File: src/rtl/multicycle_cpu_core.sv
// multicycle_cpu_core: two-byte ISA executed as FETCH/EXEC/MEM/HALT
// with req/ready instruction and data ports and registered flags.
module multicycle_cpu_core #(
   parameter int DATA_W = 8,
   parameter int PC_W   = 8
) (
   input  logic              clk,
   input  logic              n_reset,
   output logic              rom_req,
   output logic [PC_W-1:0]   rom_address,
   input  logic              rom_ready,
   input  logic [15:0]       rom_data,
   output logic              mem_req,
   output logic              mem_we,
   output logic [7:0]        mem_addr,
   output logic [DATA_W-1:0] mem_wdata,
   input  logic              mem_ready,
   input  logic [DATA_W-1:0] mem_rdata,
   output logic              carry_f,
   output logic              zero_f,
   output logic              halted
);

   typedef enum logic [1:0] {
      S_FETCH,
      S_EXEC,
      S_MEM,
      S_HALT
   } state_t;

   state_t            state_q, state_d;
   logic [PC_W-1:0]   pc_q, pc_d;
   logic [15:0]       ir_q, ir_d;
   logic              carry_q, carry_d;
   logic              zero_q, zero_d;
   logic [DATA_W-1:0] rf_q [16];

   logic              rf_we;
   logic [3:0]        rf_wa;
   logic [DATA_W-1:0] rf_wd;

   logic [7:0]        op1, op2;
   logic [3:0]        ra, rs, rd;
   logic [DATA_W-1:0] a, b;
   logic [DATA_W:0]   alu_w;
   logic              take;
   logic [PC_W-1:0]   pc_inc, target;
   logic              is_alu, is_ldi, is_ld;
   logic              is_st, is_jmp, is_halt;

   assign op1 = ir_q[15:8];
   assign op2 = ir_q[7:0];
   assign ra  = op1[3:0];
   assign rs  = op2[7:4];
   assign rd  = op2[3:0];
   assign a   = rf_q[ra];
   assign b   = rf_q[rs];

   assign is_alu  = op1[7];
   assign is_ldi  = op1[7:4] == 4'b0001;
   assign is_ld   = op1[7:4] == 4'b0010;
   assign is_st   = op1[7:4] == 4'b0011;
   assign is_jmp  = op1[7:4] == 4'b0100;
   assign is_halt = op1[7:4] == 4'b0000;

   assign pc_inc = pc_q + PC_W'(2);
   assign target = PC_W'(op2);

   // ALU result with the carry/borrow in the extra top bit
   always_comb begin
      alu_w = '0;
      unique case (op1[6:4])
         3'd0: alu_w = {1'b0, a} + {1'b0, b};
         3'd1: alu_w = {1'b0, a} - {1'b0, b};
         3'd2: alu_w = {1'b0, a & b};
         3'd3: alu_w = {1'b0, a | b};
         3'd4: alu_w = {1'b0, a ^ b};
         3'd5: alu_w = {1'b0, ~a};
         3'd6: alu_w = {a[DATA_W-1], a[DATA_W-2:0], a[DATA_W-1]};
         3'd7: alu_w = {a[0], a[0], a[DATA_W-1:1]};
      endcase
   end

   // jump condition from flags left by the previous instruction
   always_comb begin
      take = 1'b0;
      unique case (op1[2:0])
         3'b000:  take = 1'b1;
         3'b001:  take = carry_q;
         3'b101:  take = ~carry_q;
         3'b010:  take = zero_q;
         3'b110:  take = ~zero_q;
         default: take = 1'b0;
      endcase
   end

   // sequencing, PC/IR/flag next state and register-file write port
   always_comb begin
      state_d = state_q;
      pc_d    = pc_q;
      ir_d    = ir_q;
      carry_d = carry_q;
      zero_d  = zero_q;
      rf_we   = 1'b0;
      rf_wa   = ra;
      rf_wd   = alu_w[DATA_W-1:0];
      unique case (state_q)
         S_FETCH: begin
            if (rom_ready) begin
               ir_d    = rom_data;
               state_d = S_EXEC;
            end
         end
         S_EXEC: begin
            pc_d    = pc_inc;
            state_d = S_FETCH;
            unique case (1'b1)
               is_alu: begin
                  rf_we   = 1'b1;
                  rf_wa   = rd;
                  carry_d = alu_w[DATA_W];
                  zero_d  = alu_w[DATA_W-1:0] == '0;
               end
               is_ldi: begin
                  rf_we = 1'b1;
                  rf_wd = DATA_W'(op2);
               end
               is_jmp: begin
                  if (take) pc_d = target;
               end
               is_ld, is_st: begin
                  pc_d    = pc_q;
                  state_d = S_MEM;
               end
               is_halt: begin
                  pc_d    = pc_q;
                  state_d = S_HALT;
               end
               default: ;
            endcase
         end
         S_MEM: begin
            if (mem_ready) begin
               pc_d    = pc_inc;
               state_d = S_FETCH;
               rf_we   = is_ld;
               rf_wd   = mem_rdata;
            end
         end
         S_HALT: ;
         default: state_d = S_FETCH;
      endcase
   end

   // architectural state; reset also abandons any open access
   always_ff @(posedge clk) begin
      if (!n_reset) begin
         state_q <= S_FETCH;
         pc_q    <= '0;
         ir_q    <= '0;
         carry_q <= 1'b0;
         zero_q  <= 1'b0;
         for (int i = 0; i < 16; i++) rf_q[i] <= '0;
      end else begin
         state_q <= state_d;
         pc_q    <= pc_d;
         ir_q    <= ir_d;
         carry_q <= carry_d;
         zero_q  <= zero_d;
         if (rf_we) rf_q[rf_wa] <= rf_wd;
      end
   end

   assign rom_req     = state_q == S_FETCH;
   assign rom_address = pc_q;
   assign mem_req     = state_q == S_MEM;
   assign mem_we      = mem_req & is_st;
   assign mem_addr    = mem_req ? op2 : '0;
   assign mem_wdata   = mem_req ? a : '0;
   assign carry_f     = carry_q;
   assign zero_f      = zero_q;
   assign halted      = state_q == S_HALT;

endmodule
File: config.mk
export PLATFORM = sky130hd
export DESIGN_NAME = multicycle_cpu_core
export DESIGN_NICKNAME = d
export VERILOG_FILES = /design/src/rtl/multicycle_cpu_core.sv
export SDC_FILE = /design/constraint.sdc
export NUM_CORES = 1
export LEC_CHECK = 0
export ABC_CLOCK_PERIOD_IN_PS = 4800
export CAP_MARGIN = 20
export CORE_MARGIN = 2
export CORE_UTILIZATION = 47
export DETAILED_ROUTE_END_ITERATION = 10
export PLACE_DENSITY = 0.78
export SETUP_SLACK_MARGIN = 0.02
export SYNTH_ARGS = -nofsm -noshare
export SYNTH_HDL_FRONTEND = slang
export SYNTH_SLANG_ARGS = --single-unit
File: constraint.sdc
create_clock -name clk -period 4.8 [get_ports clk]
set_clock_uncertainty 0.15 [all_clocks]
set_input_delay 0.96 -clock clk [delete_from_list [all_inputs] [get_ports clk]]
set_output_delay 0.96 -clock clk [all_outputs]
set_load 0.005 [all_outputs]
=== After elaboration in Yosys (flattened, before gate mapping) ===
Memories as Yosys holds them, arrays and structs flattened. A register that Yosys moved wholly into a read port is not among the register bits.
Index checks and enable logic that the tools add are counted.

* Register bits: 28
* Memory bits (writable): 128
* Input bits: 28
* Output and inout bits: 30
* Logic and storage cells: 83
* Memories kept: 1

* $add $sub $neg: 3
* Equal/unequal tests: 21
* Mux-type cells: 31
* Bitwise logic cells: 7
* Reductions and logical operators: 15

{| class="wikitable"
|+ Memories
! name !! depth !! bits a word !! read ports !! clocked after memory_dff !! wr ports !! line !! source
|-
| rf_q || 16 || 8 || 2 || 2 || 16 || 36 || <nowiki>logic [DATA_W-1:0] rf_q [16];</nowiki>
|}

{| class="wikitable"
|+ Operators with widths
! cell !! number
|-
| $pmux 9 s8 || 1
|-
| $mux 8 || 7
|-
| $pmux 8 s2 || 3
|-
| $mux 4 || 7
|-
| $eq 3x3->1 const B || 6
|-
| $add 8x8->9 || 1
|-
| $eq 3x2->1 const B || 3
|-
| $sub 8x8->9 || 1
|-
| $add 8x2->8 const B || 1
|-
| $and 8x8->8 || 1
|-
| $eq 4x2->1 const B || 2
|-
| $logic_not 8->1 || 1
|-
| $not 8->8 || 1
|-
| $or 8x8->8 || 1
|-
| $reduce_or 8->1 || 1
|-
| $xor 8x8->8 || 1
|-
| $mux 1 || 7
|-
| $eq 3x1->1 const B || 2
|-
| $logic_not 3->1 || 2
|-
| $pmux 2 s3 || 1
|-
| $reduce_and 3->1 || 2
|-
| $pmux 1 s5 || 1
|-
| $eq 2x2->1 const B || 2
|-
| $eq 4x1->1 const B || 1
|-
| other kinds (16) || 21
|}

=== Logic depth before layout (Yosys ltp) ===
* Depth in word-level cells: 9
* Mapped depth: 19
* Mapped depth without buffers: 16

=== Least setup slack after synthesis ===
Ideal clock, no wire load.

* Path type: register to register
* From: register (tool-made name)
* To: memory rf_q[9][7] (data pin)
* Library setup time: 261 ps
* Arrival: 4740 ps
* Required time: 4389 ps
* Slack: -351 ps
* Stages on the path, launching flop included: 18
* Buffers on the path: 2
* Clock period less this slack: 5151 ps
* Path through: dfxtp_1 buf_1 mux4_2 mux4_2 inv_1 ha_1 nor2b_1 nand2_1 nand2_1 xnor2_1 ha_1 or4_1 o22ai_1 xnor2_1 a211o_1 a222oi_1 buf_6 nor2_1

{| class="wikitable"
|+ RTL lines
! element !! line
|-
| end, declared || 36
|}

==> impl_metrics.json <==
{
  "outcome": "finished clean",
  "synth_seq_cells": 164,
  "clock-sinks": 164,
  "synth_xor_area_share_pct": 0.889,
  "worst_ep_required_time_ns": 4.83,
  "synth_compound_gate_area_share_pct": 10.1,
  "worstHoldPathCells": 2,
  "synth_nets": 933,
  "worst_hold_slack_ns": 0.368,
  "synth_edf_count": 128,
  "syn_inst": 874,
  "grt_antenna_before_repair": 0,
  "setup_viol": 0,
  "antenna_cells": 0,
  "synthAdderAreaFrac_pct": 4.01,
  "fin_nets": 1005,
  "grt_overflow": 0,
  "mappedNetlistArea_um2": 9850,
  "drive_gt1_share_pct": 16.5,
  "synthArstFlopShare_pct": 0,
  "wl_per_cell_um": 24.6,
  "fmax_mhz": 215,
  "hold_buffers": 0,
  "area_growth_pct": 17.0,
  "cellPowerDensity_nw_per_um2": 421,
  "h-tree-depth": 4,
  "worst_pin_slew_ns": 1.24,
  "yosys.area.top_type": "edfxtp_1",
  "finalWirelength_um": 30300,
  "leakagePower_uw": 0.00417,
  "tritoncts": "yes",
  "ir_worst_vdd_v": 0.000278,
  "max_stage_delay_ns": 0.56,
  "arrival_ns": 4.67,
  "syn_area_per_cell_um2": 11.3,
  "grt_use_total_pct": 27.2,
  "cp_slowest_cell": "mux4_2",
  "period_share_pct": 96.8,
  "std_cell_rows": 52,
  "path_cells": "buf_12 > mux4_2 > mux4_2 > inv_2 > buf_4 > nand3_1 > o31ai_2 > xnor2_1 > ha_1 > or4_4 > o22ai_2 > xnor2_1 > a211o_1 > a222oi_1 > buf_4 > buf_8 > nor2_1",
  "r2r_cells": 17,
  "critPathBufInv": 5,
  "drc_errors": 0,
  "first_global_vias": 7627,
  "die_area_um2": 22100,
  "total_power_uw": 4860,
  "clk_pin_slew_worst_paths_ns": 0.07,
  "ios": 58,
  "viasPerCell": 6.54,
  "slew_headroom_pct": 16.7,
  "place_inst": 1186,
  "synth_simple_gate_area_share_pct": 15.9,
  "endpoint": "rf_q[3][7]$_SDFFCE_PN0P_",
  "place_congestion": 0.986,
  "crit_cells": 17,
  "worst_setup_path_end_kind": "flop",
  "clk_latency_ns": 0.44,
  "drt_iter0_markers": 1099,
  "hold_viol_final": 0,
  "critical_path.max_fanout": 8,
  "core_area_um2": 20400,
  "grt_pass1_wl_um": 44600,
  "hold_class": "flop to flop",
  "crit_type": "flop to flop",
  "placed_cell_area_um2": 10800,
  "synth_top_area_share_pct": 39.0,
  "r2r_setup_slack_ns": 0.15,
  "fin_crit_ns": 4.65,
  "clk_path_buf_depth": 2,
  "num_vias": 8033,
  "ys_seq_area_share_pct": 46.3,
  "critical_path.top_delay_family": "multiplexers",
  "synth_most_common_cell": "nor2_1",
  "synth.area.top_cells": "edfxtp_1, mux4_2, dfxtp_1",
  "synth_top_flop_cell": "edfxtp_1",
  "yosysWarningCount": 0,
  "start_kind": "flop",
  "start_util_pct": 48.2,
  "finalMaxSlewViolations": 0,
  "r2r_end": "rf_q[3][7]$_SDFFCE_PN0P_",
  "die_w_um": 149,
  "cts_root_buffer": "clkbuf_16",
  "fin_cells": 1229,
  "synth_common_cells": "nor2_1, edfxtp_1, nand2_1, mux4_2, dfxtp_1",
  "synth_top_family_by_area": "multiplexers",
  "ant_nets": 0,
  "grt_max_degree": 36,
  "cap_violations": 0,
  "fin_area_um2": 11500,
  "yosys.cell_types.count": 65,
  "io_buffers": 57,
  "die_y_um": 149,
  "cts_buffers": 17,
  "dp_hpwl_um": 21200,
  "firstDrtPassIters": 6,
  "post_synth_mux_area_share_pct": 18.8
}
## where the power goes
part	switching, µW	total (µW)	leakage (µW)	internal, µW
logic	1120	1810	0.00227	685
clock network	647	1390	0.000283	738
registers	73.3	1660	0.00162	1590
total	1840	4860	0.00417	3010
## state kept, by name, indices dropped and copies added, names as in the netlist, named ones only
register / cells
rom_address: 8
state_q: 2
zero_f: 1
ir_q: 16
rf_q: 128
carry_f: 1
## worst reg2reg max path, stage by stage, from the launching register on
cell	delay, ns
dfxtp_4	0.36
buf_12	0.12
mux4_2	0.52
mux4_2	0.56
inv_2	0.09
buf_4	0.10
nand3_1	0.12
o31ai_2	0.27
xnor2_1	0.10
ha_1	0.23
or4_4	0.53
o22ai_2	0.14
xnor2_1	0.10
a211o_1	0.29
a222oi_1	0.29
buf_4	0.22
buf_8	0.15
nor2_1	0.05
## layout by cell type, fill, tap and decap left out, drive strengths merged, types with 8 or more instances in the layout
cell,netlist,final
a21oi,32,32
a22oi,15,15
and2,18,18
and3,8,8
buf,25,48
clkbuf,28,18
clkdlybuf4s50,0,57
dfxtp,36,36
edfxtp,128,128
ha,30,30
inv,26,34
mux2i,18,18
mux4,72,72
nand2,92,92
nand2b,11,11
nand3,11,11
nand3b,10,10
nor2,161,161
nor2b,16,16
nor3,9,9
o21ai,26,26
o22ai,11,11
xnor2,9,9
## area by class of cell
| class | count | area [µm²] |
|---|---|---|
| Clock buffer | 17 | 425 |
| Clock inverter | 15 | 165 |
| Fill cell | 1669 | 8900 |
| Inverter | 29 | 109 |
| Multi-Input combinational cell | 628 | 4940 |
| Sequential cell | 164 | 4570 |
| Tap cell | 270 | 338 |
| Timing Repair Buffer | 106 | 985 |
## repair_timing
action	CTS	global route
pin swaps	0	7
setup endpoints to repair	16	32
cloned	0	2
setup buffers	0	8
gates resized for setup	1	20
hold endpoints to repair	0	0
## routing by layer
layer / GRT usage, % / routed length, µm / part of all wire, %
met4: 13.4 / 1540 / 5.1
met2: 42.4 / 13900 / 46
met3: 7.03 / 3490 / 12
met5: 0 / 0 / 0
met1: 35.8 / 11400 / 38
## through the flow
stage | TNS [ns] | util (%) | worst slack [ns]
2_1_floorplan | 0 | - | 0.0490
3_3_place_gp | 0 | 52.9 | 0.115
3_5_place_dp | -0.000903 | 52.9 | -0.000903
4_1_cts | 0 | 55.8 | 0.0932
5_1_grt | -0.159 | 56.4 | -0.0268
6_report | 0 | 56.4 | 0.155
## worst min-delay path by stage
stage / from / slack, ns / to
finish: ir_q[9]$_SDFFE_PN0P_ / 0.37 / flop
global route: rom_address[0]$_SDFFE_PN0P_ / 0.42 / rom_address[0]$_SDFFE_PN0P_
CTS: ir_q[9]$_SDFFE_PN0P_ / 0.36 / flop
detailed placement: ir_q[9]$_SDFFE_PN0P_ / 0.35 / flop
global placement: ir_q[9]$_SDFFE_PN0P_ / 0.34 / flop
floorplan: ir_q[4]$_SDFFE_PN0P_ / 0.31 / flop
## cells by family after synthesis
| family | count (synthesis) |
|---|---|
| buffers and inverters | 82 |
| AND/OR/NAND/NOR | 353 |
| AO/OA/AOI/OAI | 144 |
| flip-flops | 164 |
| multiplexers | 90 |
| XOR/XNOR | 10 |
| adder cells (fa/ha/maj) | 31 |
Power figures use the tool's default switching activity.
